File: config.mk
export PLATFORM = sky130hd
export DESIGN_NAME = conv_window_feeder
export DESIGN_NICKNAME = d
export VERILOG_FILES = /design/src/rtl/cnn_pkg.sv /design/src/rtl/line_buffer.sv /design/src/rtl/conv_window_feeder.sv
export SDC_FILE = /design/constraint.sdc
export NUM_CORES = 1
export LEC_CHECK = 0
export CORE_ASPECT_RATIO = 0.7
export CORE_MARGIN = 5
export CORE_UTILIZATION = 59
export CTS_CLUSTER_DIAMETER = 150
export CTS_CLUSTER_SIZE = 40
export DETAILED_ROUTE_END_ITERATION = 7
export GPL_TIMING_DRIVEN = 0
export PLACE_DENSITY_LB_ADDON = 0.15
export SLEW_MARGIN = 10
export SYNTH_ARGS = -nofsm -noshare
export SYNTH_HDL_FRONTEND = slang
export SYNTH_SLANG_ARGS = --single-unit
File: constraint.sdc
create_clock -name Clk -period 4.65 [get_ports Clk]
set_clock_uncertainty 0.05 [all_clocks]
set_input_delay 0.465 -clock Clk [delete_from_list [all_inputs] [get_ports Clk]]
set_output_delay 0.465 -clock Clk [all_outputs]
set_load 0.01 [all_outputs]
File: src/rtl/cnn_pkg.sv
// Shared widths, weight-field layout and FSM encoding for the convolution
// window feeder and its neighbours in the datapath.
package cnn_pkg;
    localparam int PIX_W      = 4;
    localparam int PP_W       = 5;
    localparam int PP4_W      = 6;
    localparam int CFG_W      = 7;

    localparam int WT_TOP_LSB = 0;
    localparam int WT_BL_BIT  = 3;
    localparam int WT_BR_BIT  = 4;
    localparam int WT_CTR_LSB = 5;

    typedef enum logic [1:0] {
        IDLE,
        STREAM,
        DONE
    } state_t;

    // top[i] weights window column c-2+i
    typedef struct packed {
        logic [2:0] top;
        logic       bl;
        logic       br;
        logic [1:0] ctr;
    } weights_t;

    function automatic weights_t unpack_weights(input logic [CFG_W-1:0] cfg);
        weights_t w;
        w.top = cfg[WT_TOP_LSB +: 3];
        w.bl  = cfg[WT_BL_BIT];
        w.br  = cfg[WT_BR_BIT];
        w.ctr = cfg[WT_CTR_LSB +: 2];
        return w;
    endfunction
endpackage

File: src/rtl/line_buffer.sv
// One-row circular pixel store: read-before-write at a single index, so the
// read returns the pixel written one row earlier at the same column.
module line_buffer #(
    parameter int DEPTH = 8,
    parameter int WIDTH = 4,
    localparam int AW   = (DEPTH > 1) ? $clog2(DEPTH) : 1
) (
    input  logic             clk_i,
    input  logic             we_i,
    input  logic [AW-1:0]    addr_i,
    input  logic [WIDTH-1:0] wdata_i,
    output logic [WIDTH-1:0] rdata_o
);
    logic [WIDTH-1:0] mem_q [DEPTH];

    always_ff @(posedge clk_i) begin
        if (we_i) begin
            mem_q[addr_i] <= wdata_i;
        end
    end

    assign rdata_o = mem_q[addr_i];
endmodule

File: src/rtl/conv_window_feeder.sv
// Raster pixel stream -> 2x3 sliding window -> six registered weighted
// partial products for the downstream six-input adder, one window per cycle.
module conv_window_feeder
    import cnn_pkg::*;
#(
    parameter int IMG_W = 8,
    parameter int IMG_H = 8
) (
    input  logic              Clk,
    input  logic              rst_n,
    input  logic              start,
    input  logic              cfg_we,
    input  logic [CFG_W-1:0]  cfg_w,
    input  logic [PIX_W-1:0]  pix_data,
    input  logic              pix_valid,
    output logic              pix_ready,
    output logic [PP_W-1:0]   pp1,
    output logic [PP_W-1:0]   pp2,
    output logic [PP_W-1:0]   pp3,
    output logic [PP4_W-1:0]  pp4,
    output logic [PP_W-1:0]   pp5,
    output logic [PP_W-1:0]   pp6,
    output logic              pp_en,
    output logic              busy,
    output logic              frame_done
);
    localparam int COL_W = $clog2(IMG_W);
    localparam int ROW_W = (IMG_H > 1) ? $clog2(IMG_H) : 1;
    localparam logic [COL_W-1:0] COL_LAST = COL_W'(IMG_W - 1);
    localparam logic [ROW_W-1:0] ROW_LAST = ROW_W'(IMG_H - 1);

    state_t           state_q, state_d;
    logic [COL_W-1:0] col_q, col_d;
    logic [ROW_W-1:0] row_q, row_d;
    weights_t         wts_q, wts_d;

    // Columns c-2 and c-1 of each window row; column c is the live input.
    logic [PIX_W-1:0] top_q [2];
    logic [PIX_W-1:0] bot_q [2];

    logic [PP_W-1:0]  pp_top_q [3];
    logic [PP4_W-1:0] pp4_q;
    logic [PP_W-1:0]  pp5_q, pp6_q;
    logic             pp_en_q;

    logic             accept;
    logic             win_complete;
    logic [PIX_W-1:0] lb_rd;
    logic [PIX_W-1:0] win_top [3];
    logic [PIX_W-1:0] win_bot [3];
    logic [PP_W-1:0]  prod_top [3];

    line_buffer #(
        .DEPTH (IMG_W),
        .WIDTH (PIX_W)
    ) u_line_buffer (
        .clk_i   (Clk),
        .we_i    (accept),
        .addr_i  (col_q),
        .wdata_i (pix_data),
        .rdata_o (lb_rd)
    );

    assign accept       = (state_q == STREAM) && pix_valid;
    assign win_complete = accept && (row_q != '0) && (col_q >= COL_W'(2));

    assign win_top[0] = top_q[0];
    assign win_top[1] = top_q[1];
    assign win_top[2] = lb_rd;
    assign win_bot[0] = bot_q[0];
    assign win_bot[1] = bot_q[1];
    assign win_bot[2] = pix_data;

    for (genvar gi = 0; gi < 3; gi++) begin : g_top_prod
        assign prod_top[gi] = PP_W'(win_top[gi]) * PP_W'(wts_q.top[gi]);
    end

    always_comb begin
        state_d = state_q;
        col_d   = col_q;
        row_d   = row_q;
        wts_d   = wts_q;
        case (state_q)
            IDLE: begin
                if (cfg_we) begin
                    wts_d = unpack_weights(cfg_w);
                end
                if (start) begin
                    state_d = STREAM;
                    col_d   = '0;
                    row_d   = '0;
                end
            end
            STREAM: begin
                if (pix_valid) begin
                    if (col_q == COL_LAST) begin
                        col_d = '0;
                        if (row_q == ROW_LAST) begin
                            state_d = DONE;
                        end else begin
                            row_d = row_q + 1'b1;
                        end
                    end else begin
                        col_d = col_q + 1'b1;
                    end
                end
            end
            DONE:    state_d = IDLE;
            default: state_d = IDLE;
        endcase
    end

    always_ff @(posedge Clk or negedge rst_n) begin
        if (!rst_n) begin
            state_q <= IDLE;
            col_q   <= '0;
            row_q   <= '0;
            wts_q   <= '0;
            for (int i = 0; i < 2; i++) begin
                top_q[i] <= '0;
                bot_q[i] <= '0;
            end
            for (int i = 0; i < 3; i++) begin
                pp_top_q[i] <= '0;
            end
            pp4_q   <= '0;
            pp5_q   <= '0;
            pp6_q   <= '0;
            pp_en_q <= 1'b0;
        end else begin
            state_q <= state_d;
            col_q   <= col_d;
            row_q   <= row_d;
            wts_q   <= wts_d;
            if (accept) begin
                top_q[0] <= top_q[1];
                top_q[1] <= lb_rd;
                bot_q[0] <= bot_q[1];
                bot_q[1] <= pix_data;
            end
            pp_en_q <= win_complete;
            // Products hold their last values between windows.
            if (win_complete) begin
                for (int i = 0; i < 3; i++) begin
                    pp_top_q[i] <= prod_top[i];
                end
                pp4_q <= PP4_W'(win_bot[1]) * PP4_W'(wts_q.ctr);
                pp5_q <= PP_W'(win_bot[0]) * PP_W'(wts_q.bl);
                pp6_q <= PP_W'(win_bot[2]) * PP_W'(wts_q.br);
            end
        end
    end

    assign pix_ready  = (state_q == STREAM);
    assign busy       = (state_q != IDLE);
    assign frame_done = (state_q == DONE);
    assign pp1        = pp_top_q[0];
    assign pp2        = pp_top_q[1];
    assign pp3        = pp_top_q[2];
    assign pp4        = pp4_q;
    assign pp5        = pp5_q;
    assign pp6        = pp6_q;
    assign pp_en      = pp_en_q;
endmodule
# [Word-level counts from Yosys, hierarchy flattened]
# Memories as Yosys holds them, arrays and structs flattened.
# Cells that the tools add are included.
[op_classes] addsub=2 mul=6 n_lt_le_gt_ge=1 n_eq_ne=9 muxes=15 reduce_logical=11
[op_table] cell="4-bit by 1-bit multiplier with 5-bit output" n=5
[op_table] cell="3-bit two-way mux" n=6
[op_table] cell="3-bit case mux with 2 select lines" n=2
[op_table] cell="2-bit two-way mux" n=4
[op_table] cell="3-bit by 1-bit adder with 3-bit output (second input constant)" n=2
[op_table] cell="3-bit == test (second input constant)" n=2
[op_table] cell="4-bit by 2-bit multiplier with 6-bit output" n=1
[op_table] cell="2-bit inequality test (second input constant)" n=3
[op_table] cell="5-bit AND reduction" n=1
[op_table] cell="2-bit by 1-bit inequality test with 1-bit output (second input constant)" n=2
[op_table] cell="2-bit case mux with 2 select lines" n=1
[op_table] cell="4-bit AND reduction" n=1
[op_table] cell="2-bit nonzero test" n=2
[op_table] cell="3-bit by 2-bit greater-or-equal comparator with 1-bit output (second input constant)" n=1
[op_table] cell="1-bit logical AND" n=3
[op_table] cell="3-bit AND reduction" n=1
[op_table] cell="3-bit nonzero test" n=1
[op_table] cell="2-bit by 1-bit == test with 1-bit output (second input constant)" n=1
[op_table] cell="2-bit == test (second input constant)" n=1
[op_table] cell="2-bit zero test" n=1
[op_table] cell="1-bit two-way mux" n=2
[op_table] cell="2-bit AND reduction" n=1
[totals] ff_bits=63 ramBits=32 inputBits=16 output_inout_bits=35 wordCells=63 memories=1
[memory_table] name="u_line_buffer.mem_q" depth=8 width=4 rd=1 rd_clocked_by_memory_dff=0 wr=1 line="line_buffer.sv:14" source="logic [WIDTH-1:0] mem_q [DEPTH];"

# [Longest topological paths before layout]
[logic_depth] depth_word=5 ltp_mapped=10 depth_no_buf=7

# [Modules after synthesis]
# Synthesis repeated with hierarchy kept, for this count alone.
[hier_totals] hier_cells=303 area_unflattened_um2=4026.4
[by_module_without_submodules] mod="conv_window_feeder" n_inst=1 cells_each=228 area_each_um2=2715.1 seq_area_each_um2=1451.4
[by_module_without_submodules] mod="line_buffer" n_inst=1 cells_each=75 area_each_um2=1311.3 seq_area_each_um2=960.9

# [Worst setup path after synthesis]
# No wires, ideal clock.
[synth_timing] kind="reg2reg" start="register col_q[0]" end="register pp4_q[1], in the netlist pp4[1]" setup_ps=127 t_arrival_ps=1962 t_required_ps=4473 path_slack_ps=2510 path_stages_with_launch=11 n_path_buf=4 period_less_slack_ps=2140 path_cell_list="dfrtp_1 -> buf_2 -> buf_2 -> inv_1 -> ha_1 -> nor3_1 -> or3_1 -> buf_6 -> clkinv_4 -> buf_12 -> mux2_1"
[synth_between] elab_chain_len=2
[synth_lines] element="from (decl)" line="conv_window_feeder.sv:33" source="logic [COL_W-1:0] col_q, col_d;"
[synth_lines] element="from (signal assigned)" line="conv_window_feeder.sv:132" source="col_q <= col_d;"
[synth_lines] element="3-bit by 2-bit greater-or-equal comparator with 1-bit output" line="conv_window_feeder.sv:65" source="assign win_complete = accept && (row_q != '0) && (col_q >= COL_W'(2));"
[synth_lines] element="1-bit logical AND" line="conv_window_feeder.sv:65"
[synth_lines] element="to (signal assigned)" line="conv_window_feeder.sv:147" source="pp4_q <= PP4_W'(win_bot[1]) * PP4_W'(wts_q.ctr);"
[synth_lines] element="to (decl)" line="conv_window_feeder.sv:42" source="logic [PP4_W-1:0] pp4_q;"
# No other way between the ends.
# A chain may end at the register's enable or synchronous reset.

# [Worst setup path in the final report]
[layout_timing] start="register state_q[0]" end="output port pix_ready"
[layout_between] elab_chain_len=1
[layout_lines] element="from (decl)" line="conv_window_feeder.sv:32" source="state_t state_q, state_d;"
[layout_lines] element="from (signal assigned)" line="conv_window_feeder.sv:131" source="state_q <= state_d;"
[layout_lines] element="2-bit by 1-bit == test with 1-bit output" line="conv_window_feeder.sv:154" source="assign pix_ready = (state_q == STREAM);"
[layout_lines] element="to (decl)" line="conv_window_feeder.sv:16" source="output logic pix_ready,"
# No other way between the ends.

==> flow_summary.toml <==
[outcome]
status = "complete, no violations"

[timing]
rsz0062_at_grt = "false"
setup_violations = 0
min_period_ns = 2.55
tns_ns = 0
fin_crit_sh_pct = 54.9
finalMaxSlewViolations = 0
tightest_slew_ns = 0.925
max_freq_mhz = 392
hold_viol_final = 0
max-slew-margin-rel_pct = 37.8
setup_slack_ns = 2.10

[critical_path]
arrival_ns = 2.04
path_class = "flop to output port"
reg2reg_depth = 10
cp_num_buf_inv = 2
critPathLaunchType = "flop"
r2r_end = "pp4[3]"
slowest_stage = "clkdlybuf4s50_1"
r2r-start = "col_q[0]"
slowest_delay_ns = 0.60
crit_path_cell_trace = "clkbuf_1 > nor2b_1 > clkdlybuf4s50_1"
crit_path_end_kind = "output port"
worst_path_dominant_cell_family = "buffers and inverters"
ff2ff_setup_slack_ns = 2.21
cp_max_fo = 10
cp.required_ns = 4.14

[placed_design]
port_buffers = 44
hpwl_um = 5470
dp_slack_ns = 2.20
gp_congestion = 0.827

[layout]
area_growth_pct = 19.2
nFillCells = 450
diodes = 0
final_common_cell = "dfrtp_1"
drive_gt1_share_pct = 17.3
layout_common_cells = "dfrtp_1, clkdlybuf4s50_1, nand2_1, edfxtp_1, inv_1"
nNetsFinal = 374

[power]
seq_power_share_pct = 44.5
ir_drop_mv = 0.348
pwr-share-clk_pct = 18.4
p_switching_mw = 0.919
combPwrFrac_pct = 37.1
p_sw_share_pct = 33.3
p_leak_nw = 1.96
power.density_nw_per_um2 = 587
intPower_mw = 1.84

[floorplanning]
die_y_um = 78.4
start_util_pct = 61.9
rows = 24
ios = 51
core_um2 = 6370
dieArea_um2 = 8440
die_w_um = 108

[cts]
ctsHoldBuffers = 0
cts_tree = "done"
cts-root-buf = "clkbuf_8"
clockBufferDepth = 2
clkSinkCount = 90
cts_buffers = 9
post_cts_resized = 0
cts_setup_buffers = 0
htreeDepth = 3
cts.clk_slew.worst_paths_ns = 0.09
insertion_delay_ns = 0.35

[yosys]
syn_area_per_cell_um2 = 13.6
seq_area_frac_synth_pct = 61.2
yosys_warnings = 0
yosysTopAreaCellShare_pct = 36.8
synth_area_leader_cell = "dfrtp_1"
netlist_instances = 289
synthTopCellsByArea = "dfrtp_1, edfxtp_1, mux2i_1, mux2_2, mux4_2"
synth-seq-cells = 90
synth_area_um2 = 3940
synth_cell_types = 43

[detailed_routing]
drtIter0Drc = 136
vias = 2339
drtPass1Iterations = 4
drc_errors = 0
postRouteAntennaNets = 0
routed_wirelength_um = 7500
vias_per_cell = 5.27
wire_per_inst_um = 16.9

[global_route]
grt_overflow = 0
grt_pass1_vias = 2405
antenna_found_initial = 0
grt_pass1_wl_um = 12400
grt_max_degree = 59
grt_use_total_pct = 19.4

[worst_hold_path]
hold_class = "input port to asynchronous set/reset pin"

[run]
maxCapViolations = 0
## registers in the layout (all words and copies together), names as in the netlist
name,flops
wts_q,7
row_q,3
col_q,3
u_line_buffer.mem_q,32
pp1,4
pp6,4
pp5,4
top_q,8
bot_q,8
pp2,4
pp3,4
pp_en,1
state_q,2
pp4,6
## how the worst max path moves through the flow
stage | from | endpoint | slack (ns) | cells after the start
detailed placement | col_q[0] | pp4[3] | 2.20 | 10
global placement | rst_n | row_q[2] | 1.26 | 1
floorplan | col_q[0] | pp4[1] | 2.51 | 10
CTS | state_q[0] | pix_ready | 2.08 | 3
finish | state_q[0] | pix_ready | 2.10 | 3
global route | state_q[0] | pix_ready | 1.98 | 3
## logic make-up (layout without fill, tap and decap cells)
logic type	count (synthesis)	after routing	share of synthesized area, %
adders and majority gates	10	10	3.36
AOI/OAI and AO/OA	22	22	3.84
buffers and inverters	47	107	6.06
DFF	90	90	61.2
and+or+nand+nor	64	64	8.32
xor gates and xnor gates	1	1	0.222
muxes	54	54	16.9
other	1	5	0.0951
## through the flow
| step | cell area [um2] | util (%) | std cells | hold slack, ns | power [mW] |
|---|---|---|---|---|---|
| finish | 4700 | 73.8 | 444 | 0.118 | 2.76 |
| global route | 4700 | 73.8 | 444 | 0.155 | 2.95 |
| CTS | 4700 | 73.8 | 444 | 0.136 | 2.78 |
| detailed placement | 4510 | 70.8 | 428 | 0.437 | 2.28 |
| global placement | 4510 | 70.9 | 428 | 0.420 | 2.23 |
| floorplan | 3960 | - | 293 | 0.119 | 1.87 |
## routing by layer
| metal | track usage, % | part of all wire (%) | up-vias |
|---|---|---|---|
| met2 | 29.4 | 45 | 65 |
| met5 | 0 | 0 | - |
| li1 | - | - | 1113 |
| met1 | 28.8 | 48 | 1159 |
| met4 | 3.40 | 0.25 | 0 |
| met3 | 5.33 | 5.9 | 2 |
## Yosys cell counts, drive strengths merged
cell and number:
clkinv 2, or4 1, mux2i 25, nor3 5, and3b 1, fa 1, o21ai 4, a41oi 1
buf 12, edfxtp 32, or3 1, and4 1, o22ai 3, o2bb2ai 4, xnor2 1, a21oi 4
or2 2, and2 6, inv 30, nand3b 1, and3 1, nand2 32, nand4b 1, nor2b 3
a22o 3, o31ai 2, ha 9, nor2 4, mux4 8, clkbuf 3, mux2 21, nand3 1
o21bai 1, dfrtp 58, nand2b 3, conb 1, nor4 1
## power by group through the flow
stage	clock, mW	combinational (mW)	sequential [mW]
after floorplan	0	0.628	1.24
after detailed placement	0	1.04	1.25
after CTS	0.513	1.04	1.23
final	0.509	1.02	1.23
after global placement	0	0.999	1.23
after global routing	0.552	1.14	1.26
## layout make-up
cell class,count,area [um2],area share (%)
Clock buffer,11,156,3.33
Sequential cell,90,2410,51.3
Inverter,32,125,2.66
Clock inverter,5,35.0,0.745
Timing Repair Buffer,44,438,9.32
Tap cell,91,114,2.42
Buffer,15,114,2.42
Multi-Input combinational cell,156,1310,27.8
Power figures use the tool's default switching activity.
